$ cat src/rtl/ps2_pkg.sv
// ps2_pkg: shared definitions for the PS/2 set-2 scan-code decoder.
// Holds the decoder state encoding, the protocol byte constants, the
// modifier key codes, the bit positions inside the modifier vector and
// small byte-classification helpers used by the decoder.
package ps2_pkg;

  // Decoder sequence states
  typedef enum logic [2:0] {
    ST_IDLE       = 3'd0,
    ST_GOT_E0     = 3'd1,
    ST_GOT_F0     = 3'd2,
    ST_GOT_E0F0   = 3'd3,
    ST_PAUSE_SKIP = 3'd4
  } ps2_state_e;

  // Prefix and control bytes
  localparam logic [7:0] BYTE_E0  = 8'hE0;  // extended prefix
  localparam logic [7:0] BYTE_F0  = 8'hF0;  // break prefix
  localparam logic [7:0] BYTE_E1  = 8'hE1;  // Pause sequence start
  localparam logic [7:0] BYTE_AA  = 8'hAA;  // BAT passed
  localparam logic [7:0] BYTE_FA  = 8'hFA;  // acknowledge
  localparam logic [7:0] BYTE_EE  = 8'hEE;  // echo
  localparam logic [7:0] BYTE_NUL = 8'h00;  // key detection error / overrun
  localparam logic [7:0] BYTE_FF  = 8'hFF;  // key detection error / overrun

  // Modifier key codes (left and right variants share one state bit)
  localparam logic [7:0] CODE_LSHIFT = 8'h12;
  localparam logic [7:0] CODE_RSHIFT = 8'h59;
  localparam logic [7:0] CODE_CTRL   = 8'h14;
  localparam logic [7:0] CODE_ALT    = 8'h11;

  // Bit positions inside o_Mods = {alt, ctrl, shift}
  localparam int unsigned MOD_SHIFT = 0;
  localparam int unsigned MOD_CTRL  = 1;
  localparam int unsigned MOD_ALT   = 2;

  // Bytes that follow E1 in a complete Pause sequence
  localparam logic [2:0] PAUSE_SKIP_LEN = 3'd7;

  // True for any byte that starts or continues a prefix sequence
  function automatic logic is_prefix(input logic [7:0] b);
    return (b == BYTE_E0) || (b == BYTE_F0) || (b == BYTE_E1);
  endfunction

  // True for either shift key code (also the fake-shift codes after E0)
  function automatic logic is_shift_code(input logic [7:0] b);
    return (b == CODE_LSHIFT) || (b == CODE_RSHIFT);
  endfunction

endpackage

$ cat src/rtl/ps2_ascii_lut.sv
// ps2_ascii_lut: combinational set-2 scan code to ASCII translation for a
// basic key subset (letters, digits, space, enter, backspace).
// Ports:
//   code  [7:0] in  non-extended scan code
//   shift       in  shift held; selects uppercase for letters only
//   ascii [7:0] out ASCII character, 8'h00 when the code is unmapped
module ps2_ascii_lut
  import ps2_pkg::*;
(
  input  logic [7:0] code,
  input  logic       shift,
  output logic [7:0] ascii
);

  logic [7:0] base_s;
  logic       letter_s;

  // Lowercase / unshifted character for each mapped code
  always_comb begin
    base_s = 8'h00;
    case (code)
      8'h1C: base_s = 8'h61;  8'h32: base_s = 8'h62;  8'h21: base_s = 8'h63;
      8'h23: base_s = 8'h64;  8'h24: base_s = 8'h65;  8'h2B: base_s = 8'h66;
      8'h34: base_s = 8'h67;  8'h33: base_s = 8'h68;  8'h43: base_s = 8'h69;
      8'h3B: base_s = 8'h6A;  8'h42: base_s = 8'h6B;  8'h4B: base_s = 8'h6C;
      8'h3A: base_s = 8'h6D;  8'h31: base_s = 8'h6E;  8'h44: base_s = 8'h6F;
      8'h4D: base_s = 8'h70;  8'h15: base_s = 8'h71;  8'h2D: base_s = 8'h72;
      8'h1B: base_s = 8'h73;  8'h2C: base_s = 8'h74;  8'h3C: base_s = 8'h75;
      8'h2A: base_s = 8'h76;  8'h1D: base_s = 8'h77;  8'h22: base_s = 8'h78;
      8'h35: base_s = 8'h79;  8'h1A: base_s = 8'h7A;
      8'h45: base_s = 8'h30;  8'h16: base_s = 8'h31;  8'h1E: base_s = 8'h32;
      8'h26: base_s = 8'h33;  8'h25: base_s = 8'h34;  8'h2E: base_s = 8'h35;
      8'h36: base_s = 8'h36;  8'h3D: base_s = 8'h37;  8'h3E: base_s = 8'h38;
      8'h46: base_s = 8'h39;
      8'h29: base_s = 8'h20;
      8'h5A: base_s = 8'h0D;
      8'h66: base_s = 8'h08;
      default: base_s = 8'h00;
    endcase
  end

  // Only letters react to shift; uppercase is lowercase minus 0x20
  always_comb begin
    letter_s = (base_s >= 8'h61) && (base_s <= 8'h7A);
    if (letter_s && shift) begin
      ascii = base_s - 8'h20;
    end else begin
      ascii = base_s;
    end
  end

endmodule

$ cat src/rtl/ps2_scancode_decoder.sv
// ps2_scancode_decoder: turns the PS/2 set-2 byte stream into key events.
// Resolves E0 / F0 / E0 F0 prefixes and the 8-byte E1 Pause sequence,
// drops fake-shift codes, tracks modifier state, flags typematic repeats
// and translates a basic key subset to ASCII.
// Ports:
//   i_clk, i_rst       clock, asynchronous active-high reset
//   i_Byte, i_ByteValid received byte and its one-cycle strobe
//   o_EventValid       one-cycle strobe, event fields valid (held after)
//   o_Code, o_Extended, o_Break, o_Repeat, o_Ascii  event fields
//   o_Mods             {alt, ctrl, shift} held state
//   o_Error            one-cycle strobe on protocol error or timeout
module ps2_scancode_decoder
  import ps2_pkg::*;
#(
  parameter int TIMEOUT_CYCLES = 50000,
  parameter int CNT_W          = 16
) (
  input  logic       i_clk,
  input  logic       i_rst,
  input  logic [7:0] i_Byte,
  input  logic       i_ByteValid,
  output logic       o_EventValid,
  output logic [7:0] o_Code,
  output logic       o_Extended,
  output logic       o_Break,
  output logic       o_Repeat,
  output logic [7:0] o_Ascii,
  output logic [2:0] o_Mods,
  output logic       o_Error
);

  localparam logic [CNT_W-1:0] TIMEOUT_LAST = CNT_W'(TIMEOUT_CYCLES - 1);

  ps2_state_e       state_r;
  logic [2:0]       skip_r;
  logic [CNT_W-1:0] cnt_r;
  logic [8:0]       last_key_r;   // {ext, code} of the most recent make
  logic             last_valid_r;

  logic       ev_emit_s;
  logic       ev_err_s;
  logic       ev_ext_s;
  logic       ev_brk_s;
  logic [7:0] ev_code_s;
  logic [8:0] ev_key_s;
  logic       ev_repeat_s;
  logic [7:0] ev_ascii_s;
  logic [7:0] lut_ascii_s;
  logic [2:0] mods_nxt_s;
  logic       timeout_s;

  // Shift state before the event decides letter case
  ps2_ascii_lut u_lut (
    .code  (ev_code_s),
    .shift (o_Mods[MOD_SHIFT]),
    .ascii (lut_ascii_s)
  );

  // Decode what the current strobed byte completes: event, error or nothing
  always_comb begin
    ev_emit_s = 1'b0;
    ev_err_s  = 1'b0;
    ev_ext_s  = 1'b0;
    ev_brk_s  = 1'b0;
    ev_code_s = i_Byte;
    if (i_ByteValid) begin
      case (state_r)
        ST_IDLE: begin
          case (i_Byte)
            BYTE_E0, BYTE_F0, BYTE_E1,
            BYTE_AA, BYTE_FA, BYTE_EE: ev_emit_s = 1'b0;
            BYTE_NUL, BYTE_FF:         ev_err_s  = 1'b1;
            default:                   ev_emit_s = 1'b1;
          endcase
        end
        ST_GOT_E0: begin
          if (i_Byte == BYTE_F0) begin
            ev_emit_s = 1'b0;
          end else if (is_prefix(i_Byte)) begin
            ev_err_s = 1'b1;
          end else if (is_shift_code(i_Byte)) begin
            ev_emit_s = 1'b0;  // fake shift around extended keys
          end else begin
            ev_emit_s = 1'b1;
            ev_ext_s  = 1'b1;
          end
        end
        ST_GOT_F0: begin
          if (is_prefix(i_Byte)) begin
            ev_err_s = 1'b1;
          end else begin
            ev_emit_s = 1'b1;
            ev_brk_s  = 1'b1;
          end
        end
        ST_GOT_E0F0: begin
          if (is_prefix(i_Byte)) begin
            ev_err_s = 1'b1;
          end else if (is_shift_code(i_Byte)) begin
            ev_emit_s = 1'b0;
          end else begin
            ev_emit_s = 1'b1;
            ev_ext_s  = 1'b1;
            ev_brk_s  = 1'b1;
          end
        end
        ST_PAUSE_SKIP: begin
          if (skip_r == 3'd1) begin
            ev_emit_s = 1'b1;
            ev_code_s = BYTE_E1;
          end else begin
            ev_emit_s = 1'b0;
          end
        end
        default: ev_emit_s = 1'b0;
      endcase
    end else begin
      ev_emit_s = 1'b0;
    end
  end

  // Event side data: repeat flag, ASCII, timeout and next modifier state
  always_comb begin
    ev_key_s    = {ev_ext_s, ev_code_s};
    ev_repeat_s = !ev_brk_s && last_valid_r && (ev_key_s == last_key_r);
    if (!ev_ext_s && !ev_brk_s && (state_r != ST_PAUSE_SKIP)) begin
      ev_ascii_s = lut_ascii_s;
    end else begin
      ev_ascii_s = 8'h00;
    end
    timeout_s = !i_ByteValid && (state_r != ST_IDLE) && (cnt_r == TIMEOUT_LAST);
    mods_nxt_s = o_Mods;
    if (ev_emit_s && !ev_ext_s && is_shift_code(ev_code_s)) begin
      mods_nxt_s[MOD_SHIFT] = !ev_brk_s;
    end else begin
      mods_nxt_s[MOD_SHIFT] = o_Mods[MOD_SHIFT];
    end
    if (ev_emit_s && (ev_code_s == CODE_CTRL)) begin
      mods_nxt_s[MOD_CTRL] = !ev_brk_s;
    end else begin
      mods_nxt_s[MOD_CTRL] = o_Mods[MOD_CTRL];
    end
    if (ev_emit_s && (ev_code_s == CODE_ALT)) begin
      mods_nxt_s[MOD_ALT] = !ev_brk_s;
    end else begin
      mods_nxt_s[MOD_ALT] = o_Mods[MOD_ALT];
    end
  end

  // Sequence FSM, timeout counter, repeat tracking and registered outputs
  always_ff @(posedge i_clk or posedge i_rst) begin
    if (i_rst) begin
      state_r      <= ST_IDLE;
      skip_r       <= 3'd0;
      cnt_r        <= {CNT_W{1'b0}};
      last_key_r   <= 9'd0;
      last_valid_r <= 1'b0;
      o_EventValid <= 1'b0;
      o_Code       <= 8'h00;
      o_Extended   <= 1'b0;
      o_Break      <= 1'b0;
      o_Repeat     <= 1'b0;
      o_Ascii      <= 8'h00;
      o_Mods       <= 3'b000;
      o_Error      <= 1'b0;
    end else begin
      o_EventValid <= ev_emit_s;
      o_Error      <= ev_err_s | timeout_s;
      o_Mods       <= mods_nxt_s;
      if (ev_emit_s) begin
        o_Code     <= ev_code_s;
        o_Extended <= ev_ext_s;
        o_Break    <= ev_brk_s;
        o_Repeat   <= ev_repeat_s;
        o_Ascii    <= ev_ascii_s;
      end

      if (ev_emit_s && !ev_brk_s) begin
        last_key_r   <= ev_key_s;
        last_valid_r <= 1'b1;
      end else if (ev_emit_s && (ev_key_s == last_key_r)) begin
        last_valid_r <= 1'b0;
      end

      // A strobe always takes priority over a timeout in the same cycle
      if (i_ByteValid) begin
        cnt_r <= {CNT_W{1'b0}};
        case (state_r)
          ST_IDLE: begin
            if (i_Byte == BYTE_E0) begin
              state_r <= ST_GOT_E0;
            end else if (i_Byte == BYTE_F0) begin
              state_r <= ST_GOT_F0;
            end else if (i_Byte == BYTE_E1) begin
              state_r <= ST_PAUSE_SKIP;
              skip_r  <= PAUSE_SKIP_LEN;
            end else begin
              state_r <= ST_IDLE;
            end
          end
          ST_GOT_E0: begin
            if (i_Byte == BYTE_F0) begin
              state_r <= ST_GOT_E0F0;
            end else begin
              state_r <= ST_IDLE;
            end
          end
          ST_PAUSE_SKIP: begin
            if (skip_r == 3'd1) begin
              state_r <= ST_IDLE;
            end else begin
              skip_r <= skip_r - 3'd1;
            end
          end
          default: state_r <= ST_IDLE;
        endcase
      end else if (timeout_s) begin
        state_r <= ST_IDLE;
        cnt_r   <= {CNT_W{1'b0}};
      end else if (state_r != ST_IDLE) begin
        cnt_r <= cnt_r + CNT_W'(1);
      end else begin
        cnt_r <= {CNT_W{1'b0}};
      end
    end
  end

endmodule

$ cat config.mk
export PLATFORM = sky130hd
export DESIGN_NAME = ps2_scancode_decoder
export DESIGN_NICKNAME = d
export VERILOG_FILES = /design/src/rtl/ps2_pkg.sv /design/src/rtl/ps2_ascii_lut.sv /design/src/rtl/ps2_scancode_decoder.sv
export SDC_FILE = /design/constraint.sdc
export NUM_CORES = 1
export LEC_CHECK = 0
export ABC_AREA = 1
export CAP_MARGIN = 25
export CORE_MARGIN = 2
export CORE_UTILIZATION = 45
export CTS_CLUSTER_SIZE = 40
export DETAILED_ROUTE_END_ITERATION = 12
export GPL_ROUTABILITY_DRIVEN = 0
export SETUP_SLACK_MARGIN = 0.3
export SLEW_MARGIN = 10
export SYNTH_ARGS = -nofsm -noshare
export SYNTH_HDL_FRONTEND = slang
export SYNTH_SLANG_ARGS = --single-unit
$ cat constraint.sdc
create_clock -name i_clk -period 3.3 [get_ports i_clk]
set_input_delay 0.495 -clock i_clk [delete_from_list [all_inputs] [get_ports i_clk]]
set_output_delay 0.495 -clock i_clk [all_outputs]
set_load 0.02 [all_outputs]
### Yosys cells after proc, flatten, opt, wreduce, memory -nomap -nowiden

Memories as Yosys holds them, arrays and structs flattened.
Cells that the tools add are included.

| operators by class | value |
|---|---|
| add/subtract/negate cells | 3 |
| order comparisons | 2 |
| equal/unequal tests | 26 |
| mux-type cells | 41 |
| bitwise logic cells | 1 |
| reductions and logical operators | 32 |

Operators with widths:

| cell | number |
|---|---|
| $eq A8 B8 Y1 const B | 7 |
| $mux W16 | 3 |
| $mux W8 | 6 |
| $eq A8 B5 Y1 const B | 4 |
| $mux W3 | 10 |
| $add A16 B1 Y16 const B | 1 |
| $eq A16 B16 Y1 const B | 1 |
| $eq A8 B7 Y1 const B | 2 |
| $mux W1 | 15 |
| $logic_and A1 B1 Y1 | 14 |
| $eq A9 B9 Y1 | 1 |
| $pmux W3 S3 | 1 |
| $ge A8 B7 Y1 const B | 1 |
| $le A8 B7 Y1 const B | 1 |
| $logic_not A8 Y1 | 1 |
| $ne A2 B2 Y1 const B | 4 |
| $reduce_or A8 Y1 | 1 |
| $sub A8 B6 Y8 const B | 1 |
| $eq A3 B1 Y1 const B | 2 |
| $eq A3 B2 Y1 const B | 2 |
| $ne A3 B3 Y1 const B | 2 |
| $pmux W3 S2 | 1 |
| $reduce_and A6 Y1 | 1 |
| $reduce_bool A2 Y1 | 3 |
| other kinds (13) | 20 |

| word-level totals | value |
|---|---|
| register bits | 56 |
| bits in read-only memories | 896 |
| bits of input ports | 11 |
| output and inout bits | 24 |
| word-level logic and storage cells | 121 |
| memories | 1 |

Memories:

| name | words | width | read ports | clocked after Yosys merged registers in | write ports | RTL line | source |
|---|---|---|---|---|---|---|---|
| (name not given) | 128 | 7 | 1 | 0 | 0 | ps2_ascii_lut.sv:21 | `case (code)` |

### Logic depth before layout (Yosys ltp)

Gate-level depths: netlist of the first run.

| depth | value |
|---|---|
| depth after elaboration | 11 |
| gate-level depth with buffers | 24 |
| depth with buffers taken out | 24 |

### Modules after synthesis

From an unflattened synthesis of the first run, not the netlist that was laid out.

| unflattened totals | value |
|---|---|
| cell total of the unflattened synthesis | 615 |
| area total of the unflattened synthesis | 4172.8 µm² |

Modules (own cells, without submodules):

| module | instances | cells an instance | area each (µm²) | sequential area each (µm²) |
|---|---|---|---|---|
| ps2_scancode_decoder | 1 | 428 | 3204.3 | 1401.3 |
| ps2_ascii_lut | 1 | 187 | 968.4 | 0.0 |

### Worst setup path before layout of the first run

No wires, ideal clock.

| timing | value |
|---|---|
| path kind | register to register |
| start point | register skip_r[1] |
| end point | register o_Ascii[6] |
| library setup time | 0.116 ns |
| arrival | 2.599 ns |
| required time | 3.184 ns |
| path slack | 0.584 ns |
| cell stages (with the launch flop) | 21 |
| path buffers | 0 |
| cell sequence | dfrtp_1 inv_1 ha_1 inv_1 nor2_2 nand4_4 nand2_1 inv_1 ha_1 inv_1 nand3_1 nand2_1 nand3_1 nand2_1 nor2_1 nor2_1 inv_1 ha_1 nand3_1 nand2_1 nand2_1 |

| on the way | value |
|---|---|
| longest elaborated chain between the ends | 11 |
| elaborated cells on any way between the ends | 16 |
| those cells by class | add/sub: 1; order compare: 2; eq/ne: 1; mux: 9; reduce/logical: 2; memory: 1 |

Ends and longest elaborated chain:

| what | RTL line | source |
|---|---|---|
| start, declared | ps2_scancode_decoder.sv:35 | `logic [2:0] skip_r;` |
| start signal, assigned | ps2_scancode_decoder.sv:212 | `skip_r <= skip_r - 3'd1;` |
| $eq A3 B1 Y1 * | ps2_scancode_decoder.sv:108 | `if (skip_r == 3'd1) begin` |
| $mux W8 * | ps2_scancode_decoder.sv:108 |  |
| $mux W8 * | ps2_scancode_decoder.sv:67 | `case (state_r)` |
| $mux W8 * | ps2_scancode_decoder.sv:66 | `if (i_ByteValid) begin` |
| via ev_code_s[0] | ps2_scancode_decoder.sv:44 | `logic [7:0] ev_code_s;` |
| $mem_v2 Z128 W7 * | - |  |
| $mux W8 * | ps2_ascii_lut.sv:21 |  |
| $ge A8 B7 Y1 / $le A8 B7 Y1 (equally long branches) | ps2_ascii_lut.sv:44 | `letter_s = (base_s >= 8'h61) && (base_s <= 8'h7A);` |
| $logic_and A1 B1 Y1 | ps2_ascii_lut.sv:44 |  |
| $logic_and A1 B1 Y1 | ps2_ascii_lut.sv:45 | `if (letter_s && shift) begin` |
| $mux W8 * | ps2_ascii_lut.sv:45 |  |
| $mux W8 * | ps2_scancode_decoder.sv:126 | `if (!ev_ext_s && !ev_brk_s && (state_r != ST_PAUSE_SKIP)) begin` |
| end signal, assigned | ps2_scancode_decoder.sv:175 | `o_Ascii <= ev_ascii_s;` |
| end, declared | ps2_scancode_decoder.sv:27 | `output logic [7:0] o_Ascii,` |

The timed path passes the listed nets; every way through them passes the cells marked *.
A chain may end at the register's enable or synchronous reset.

### Worst setup path in the final report of the first run

| timing | value |
|---|---|
| start point | input port i_Byte[3] |
| end point | register o_Code[0] |

| on the way | value |
|---|---|
| longest elaborated chain between the ends | 7 |
| elaborated cells on any way between the ends | 21 |
| those cells by class | eq/ne: 9; mux: 7; reduce/logical: 5 |

Ends and longest elaborated chain:

| what | RTL line | source |
|---|---|---|
| start, declared | ps2_scancode_decoder.sv:20 | `input logic [7:0] i_Byte,` |
| $eq A8 B5 Y1 (tied with other cells) | ps2_pkg.sv:47 | `return (b == CODE_LSHIFT) \|\| (b == CODE_RSHIFT);` |
| $logic_or A1 B1 Y1 (on tied branches) | ps2_pkg.sv:47, ps2_pkg.sv:42 |  |
| $mux W1 / $logic_or A1 B1 Y1 (equally long branches) | ps2_scancode_decoder.sv:81, ps2_scancode_decoder.sv:99, ps2_pkg.sv:42 |  |
| $mux W1 | ps2_scancode_decoder.sv:97 | `if (is_prefix(i_Byte)) begin` |
| $mux W1 | ps2_scancode_decoder.sv:77 | `if (i_Byte == BYTE_F0) begin` |
| $pmux W1 S5 * | ps2_scancode_decoder.sv:67 |  |
| $mux W1 * | ps2_scancode_decoder.sv:66 |  |
| end signal, assigned | ps2_scancode_decoder.sv:171 | `o_Code <= ev_code_s;` |
| end, declared | ps2_scancode_decoder.sv:23 | `output logic [7:0] o_Code,` |

Every way passes the cells marked *; elsewhere a longest branch is shown, timed or not.

==> results.py, run 1 <==
metrics = {
    "outcome": {
        "status": "completed",
    },
    "timing": {
        "rsz0062_at_grt": "no",
        "layout_min_cycle_time_ns": 2.755,
        "relSlewSlack_pct": 55.37,
        "finalClockSkew_ns": 0.01252,
        "fin_crit_sh_pct": 83.49,
        "fmax_ghz": 0.3630,
        "setup_viol": 0,
        "finalHoldViolCount": 0,
        "fin_setup_tns_ns": 0,
        "worst_slew_pin_slew_ns": 0.6685,
        "drv_slew": 0,
    },
    "min_path": {
        "holdPathEnd": "cnt_r[0]",
        "hold_depth": 1,
        "hold_path.class": "reg -> reg",
        "hold_start": "cnt_r[0]",
    },
    "power_and_ir_drop": {
        "p_int_w": 0.001017,
        "switchingPower_w": 0.0004917,
        "ir_drop_uv": 155.3,
        "leakagePower_nw": 2.130,
        "p_per_area_nw_per_um2": 341.8,
        "pwr-share-clk_pct": 26.0,
        "sequentialPowerShare_pct": 50.0,
        "combPwrFrac_pct": 24.0,
        "total_power_w": 0.001509,
        "p_sw_share_pct": 32.58,
    },
    "clocking": {
        "htree_levels": 2,
        "cts_tree": "yes",
        "hold_buffers": 0,
        "clkTransAtPathRegs_ns": 0.11,
        "cts_buffers": 5,
        "clockBufferDepth": 2,
        "clkLatencyLatePin_ns": 0.32,
        "cts_sinks": 56,
        "cts-root-buf": "clkbuf_8",
    },
    "cells_and_area": {
        "insertedDiodeCount": 0,
        "multi_input_area_um2": 2039,
        "syn_to_final_growth_pct": 15.67,
        "drive_gt1_share_pct": 9.213,
        "fill_cells": 827,
        "fin_nets": 618,
        "seqCellArea_um2": 1401,
    },
    "synth": {
        "synth.net_count": 574,
        "ys_ff_latch": 56,
        "synth-compound-area-share_pct": 10.65,
        "synthAdderAreaFrac_pct": 3.605,
        "synthDistinctLibCells": 41,
        "yosysWarnings": 0,
        "synth_xor_area_share_pct": 2.065,
        "seq_area_frac_synth_pct": 36.71,
        "synthSimpleGateAreaFrac_pct": 36.97,
        "syn_inst": 552,
        "syn_area_um2": 3817,
        "synth_top_family_by_area": "simple AND/OR/NAND/NOR gates",
        "muxShareOfSynthArea_pct": 0,
        "syn_avg_cell_area_um2": 6.916,
    },
    "setup_path": {
        "cp_slowest_cell": "clkdlybuf4s50_1",
        "reg2reg_depth": 19,
        "arrival_ns": 2.98,
        "reg2reg_from": "skip_r[1]",
        "crit_buf_inv": 3,
        "criticalPathCategory": "in -> reg",
        "startpoint": "i_Byte[3]",
        "critPathCaptureType": "flip-flop",
        "crit_cells": 13,
        "worstSetupStartpointType": "primary input",
        "critical_path_peak_fanout": 22,
        "crit_family": "simple AND/OR/NAND/NOR gates",
        "path_cells": "clkdlybuf4s50_1 > nor2_2 > inv_1 > nor3_2 > nand2_1 > nand2_2 > nor2_1 > a21oi_1 > nand3_1 > nand2_2 > buf_4 > nand2_1 > o21ai_1",
        "max_stage_delay_ns": 0.57,
        "crit_required_ns": 3.53,
        "reg2reg_slack_ns": 0.57,
        "worstReg2RegEnd": "o_Ascii[6]",
    },
    "global_routing": {
        "grt_pass1_wl_mm": 16.79,
        "grt_pass1_vias": 3487,
        "grt_overflow_total": 0,
        "grt_max_degree": 33,
        "antenna_found_initial": 0,
        "grtUsageTotal_pct": 23.34,
    },
    "drt": {
        "vias": 3757,
        "ant_nets": 0,
        "firstDrtPassIters": 5,
        "wl_mm": 10.15,
        "drt_iter0_drc": 224,
        "post-route-drc-count": 0,
        "via_per_inst": 5.352,
        "wl_per_cell_um": 14.45,
    },
    "run": {
        "cap_violations": 0,
    },
    "floorplanning": {
        "ioPinCount": 35,
        "die-height_um": 96.11,
        "start_util_pct": 46.46,
        "die_area_um2": 9236,
        "die_x_um": 96.11,
        "rows": 33,
        "core_um2": 8217,
    },
    "place": {
        "dpl.hpwl_mm": 7.980,
        "port_buffers": 34,
    },
}
worst max path at each step:
stage            endpoint  slack (ns)
2_1_floorplan  o_Ascii[6]        0.58
3_3_place_gp    o_Code[0]        0.21
3_5_place_dp    o_Code[0]        0.22
4_1_cts        o_Ascii[6]        0.53
5_1_grt        o_Ascii[5]        0.32
6_report        o_Code[0]        0.54
Yosys cell counts:
cell,instances,area (um^2)
nand2_2,7,43.79
nor2_4,2,22.52
nand4_4,1,21.27
nand3_4,1,17.52
and2_1,1,6.260
nor2_1,65,244.0
a2111o_1,1,11.26
buf_4,5,37.54
nor2_2,3,18.77
a21oi_2,1,8.760
o21a_1,1,7.510
nand3_2,2,20.02
xnor2_1,3,26.28
nor3_1,13,65.06
dfrtp_1,56,1401
inv_2,4,15.01
a22oi_1,2,15.01
nand2_4,2,22.52
clkinv_1,1,3.750
nand4_1,5,31.28
nor4_1,4,25.02
a211oi_1,1,7.510
a21oi_1,16,80.08
o32ai_1,1,8.760
buf_2,8,40.04
o211ai_1,1,7.510
nand2_1,155,581.8
a32o_1,1,10.01
ha_1,11,137.6
o21ai_1,6,30.03
buf_6,3,33.78
o31ai_1,2,15.01
xor2_1,6,52.55
o22ai_1,1,6.260
nor3_2,3,30.03
nand3_1,51,255.2
inv_1,67,251.5
o211a_1,1,10.01
or2_2,1,6.260
a31oi_1,3,18.77
o21ai_0,34,170.2
repair_timing:
| action | CTS | global route |
|---|---|---|
| setup buffers | 0 | 0 |
| endpoints found under the setup margin | 0 | 2 |
| gates resized for setup | 0 | 1 |
metal layers:
| metal | share of wire, % | vias up | track usage, % |
|---|---|---|---|
| met2 | 42 | 139 | 34.95 |
| met4 | 2.7 | 0 | 8.333 |
| li1 | - | 1858 | - |
| met3 | 5.8 | 23 | 2.819 |
| met5 | 0 | - | 0 |
| met1 | 49 | 1737 | 34.53 |
power by group through the flow:
stage	sequential (W)	clock, W	combinational [W]
after floorplan	0.000790	0	0.000208
after global placement	0.000766	0	0.000359
after detailed placement	0.000767	0	0.000360
after CTS	0.000754	0.000395	0.000361
after global routing	0.000760	0.000430	0.000407
final	0.000754	0.000392	0.000363
sequential cells by signal (all words and copies together), names as in the netlist:
name          cells
cnt_r            16
last_key_r        9
last_valid_r      1
o_Ascii           8
o_Break           1
o_Code            8
o_Error           1
o_EventValid      1
o_Extended        1
o_Mods            3
o_Repeat          1
skip_r            3
state_r           3
layout make-up:
cell class	count	share of cell area, %
Tap cell	105	2.975
Sequential cell	56	31.74
Inverter	72	6.121
Multi-Input combinational cell	408	46.19
Timing Repair Buffer	53	10.94
Clock buffer	5	1.559
Clock inverter	3	0.4817
worst register-to-register path, delay by kind of cell (launching register included):
kind	cells	cell delay, ns
simple gates	11	1.04
fa+ha+maj	3	0.65
flops	1	0.39
buf+inv	4	0.39
compound gates	1	0.17
metrics by stage:
stage / utilization (%) / cell area, um^2 / setup WS (ns) / instances / hold WS [ns]
floorplan: - / 3817 / 0.5844 / 552 / 0.4329
global placement: 52.58 / 4320 / 0.2111 / 694 / 0.4435
detailed placement: 52.58 / 4320 / 0.2202 / 694 / 0.4616
CTS: 53.68 / 4410 / 0.5316 / 702 / 0.4766
global route: 53.74 / 4415 / 0.3244 / 702 / 0.4949
finish: 53.74 / 4415 / 0.5448 / 702 / 0.4730
cells by family after synthesis:
family | count (synthesis)
buffers and inverters | 88
DFF | 56
and+or+nand+nor | 316
AOI/OAI and AO/OA | 72
xor gates and xnor gates | 9
adders and majority gates | 11
cell usage in the layout, fill, tap and decap left out, drive strengths merged, types with 4 or more instances in the layout:
master	instances
xor2	6
nor4	4
nor2	70
nand4	6
a21oi	17
nand3	54
o21ai	40
clkbuf	5
ha	11
buf	19
inv	72
nand2	164
nor3	16
clkdlybuf4s50	34
dfrtp	56
Note: power is estimated with default switching activity, not from simulation.
==> run 2: changes to the inputs <==
- PLACE_DENSITY: unset -> 0.67
- clock period: 3.3 -> 2.3 ns (I/O delays scaled with it)
==> run 2 against run 1 <==
  * The flow now finishes with violations (negative setup slack)
  * Global-route usage rose by 4.3 points
  * Power increased by 74%
  * Worst setup slack got worse by 1.1 ns
  * Combinational power increased by 130%
  * Highest routed layer unchanged
==> results.py, run 2 (synthesized netlist as in run 1, its figures left out) <==
metrics = {
    "setup_path": {
        "criticalPathCategory": "reg -> reg",
        "reg2reg_from": "skip_r[1]",
        "critPathCaptureType": "flip-flop",
        "startpoint": "skip_r[1]",
        "arrival_ns": 3.06,
        "reg2reg_slack_ns": -0.55,
        "critical_path_peak_fanout": 5,
        "crit_required_ns": 2.51,
        "worstSetupStartpointType": "flip-flop",
    },
    "outcome": {
        "status": "finished, violations left",
        "violations": "negative setup slack",
    },
    "floorplanning": {
        "rows": 33,
        "die-height_um": 96.11,
        "die_x_um": 96.11,
        "core_um2": 8217,
        "start_util_pct": 46.46,
        "die_area_um2": 9236,
        "ioPinCount": 35,
    },
    "timing": {
        "rsz0062_at_grt": "yes",
        "fmax_ghz": 0.3503,
        "finalHoldViolCount": 0,
        "worst_slew_pin_slew_ns": 0.6594,
        "setup_viol": 14,
        "fin_crit_sh_pct": 124.1,
        "layout_min_cycle_time_ns": 2.854,
        "holdWs_ns": 0.3958,
        "relSlewSlack_pct": 55.57,
        "final.setup.worst_slack_ns": -0.5544,
        "finalClockSkew_ns": 0.01392,
        "drv_slew": 0,
        "fin_setup_tns_ns": -2.509,
    },
    "clocking": {
        "clkLatencyLatePin_ns": 0.32,
        "cts_sinks": 56,
        "hold_buffers": 0,
        "clockBufferDepth": 2,
        "cts_tree": "yes",
        "cts-root-buf": "clkbuf_8",
        "htree_levels": 2,
        "cts_buffers": 5,
        "clkTransAtPathRegs_ns": 0.11,
    },
    "drt": {
        "via_per_inst": 5.634,
        "wl_per_cell_um": 17.77,
        "drt_iter0_drc": 379,
        "vias": 4721,
        "firstDrtPassIters": 5,
        "post-route-drc-count": 0,
        "wl_mm": 14.90,
        "ant_nets": 0,
    },
    "cells_and_area": {
        "syn_to_final_growth_pct": 66.34,
        "layout_commonest_cell": "buf_4",
        "stdcell_area_um2": 6350,
        "drive_gt1_share_pct": 46.25,
        "fill_cells": 508,
        "seqCellArea_um2": 1401,
        "fin_nets": 754,
        "final_cell_count_no_fill": 838,
        "largestRegisters": "cnt_r x16, last_key_r x9",
        "multi_input_area_um2": 2703,
        "insertedDiodeCount": 0,
        "top_register": "cnt_r",
        "largest_reg_flops": 16,
        "final_cell_mix": "116 x buf_4, 115 x nand2_1, 56 x dfrtp_1",
    },
    "place": {
        "port_buffers": 34,
        "dpl_cell_area_um2": 5027,
        "dpl.hpwl_mm": 8.536,
        "post-place-cells": 778,
    },
    "run": {
        "cap_violations": 0,
    },
    "power_and_ir_drop": {
        "leakagePower_nw": 3.061,
        "p_per_area_nw_per_um2": 413.2,
        "ir_drop_uv": 282.5,
    },
    "global_routing": {
        "grt_pass1_vias": 4257,
        "grt_pass1_wl_mm": 19.87,
        "grt_overflow_total": 0,
        "grtUsageTotal_pct": 27.63,
        "grt_max_degree": 57,
        "antenna_found_initial": 0,
    },
    "min_path": {
        "hold_path.class": "in -> async",
    },
}
==> run 2: metrics by stage <==
| step | utilization [%] | setup WS, ns | total power (W) |
|---|---|---|---|
| after CTS | 68.39 | -0.2709 | 0.002459 |
| after global placement | 61.18 | -0.4690 | 0.001723 |
| after global routing | 77.28 | -0.6935 | 0.002737 |
| final | 77.28 | -0.5544 | 0.002624 |
| after detailed placement | 61.18 | -0.5050 | 0.001735 |
| after floorplan | - | -0.2193 | 0.001443 |
==> run 2: final timing paths <==
path,cells past startpoint,endpoint
worst min register to register,2,o_Ascii[6]
max in group asynchronous,3,o_Mods[0]
worst min-delay path,3,o_Code[1]
min in group i_clk,2,o_Ascii[6]
worst max-delay path,20,o_Ascii[6]
worst max register to register,20,o_Ascii[6]
==> run 2: worst max-delay path: stages, from the launching register on <==
cell and delay, ns:
dfrtp_1 0.41, inv_2 0.09, ha_4 0.13, inv_2 0.04, nor2_4 0.14, nand4_4 0.17, nand2_4 0.19, inv_4 0.07
ha_1 0.20, nand2_1 0.12, nand2_1 0.09, o21ai_0 0.14, nand2_1 0.12, nor2_1 0.10, nor2_1 0.05, nor2_1 0.15
inv_1 0.08, ha_1 0.27, nand3_1 0.06, nand2_1 0.07, nand2_1 0.05
==> run 2: routing by layer <==
metal  routed length, um  share of wire [%]  up-vias  track usage [%]
met2                7094                 48      281            47.40
li1                    -                  -     2133                -
met5                   0                  0        -                0
met4                 868                5.8        0            10.24
met1                5772                 39     2224            35.78
met3                1159                7.8       83            2.976
==> run 2: timing repair <==
item,4_1_cts,5_1_grt
setup buffers,27,22
cloned,1,2
resized for setup,98,164
pin swaps,45,44
setup endpoints to repair,35,54
==> run 2: cell type report <==
type | count | area share, %
tap | 105 | 2.069
sequential | 56 | 22.07
clock inverter | 3 | 0.7291
timing repair inverter | 1 | 0.1182
multi-input combinational | 408 | 42.56
inverter | 72 | 4.788
timing repair buffer | 188 | 26.58
clock buffer | 5 | 1.084
==> run 2: where the power goes <==
| part | internal, W | total (W) | leakage, nW | switching [W] |
|---|---|---|---|---|
| Clock | 0.000329 | 0.000686 | 0.0548 | 0.000357 |
| Sequential | 0.00104 | 0.00109 | 0.734 | 0.0000482 |
| Combinational | 0.000388 | 0.000845 | 2.27 | 0.000457 |
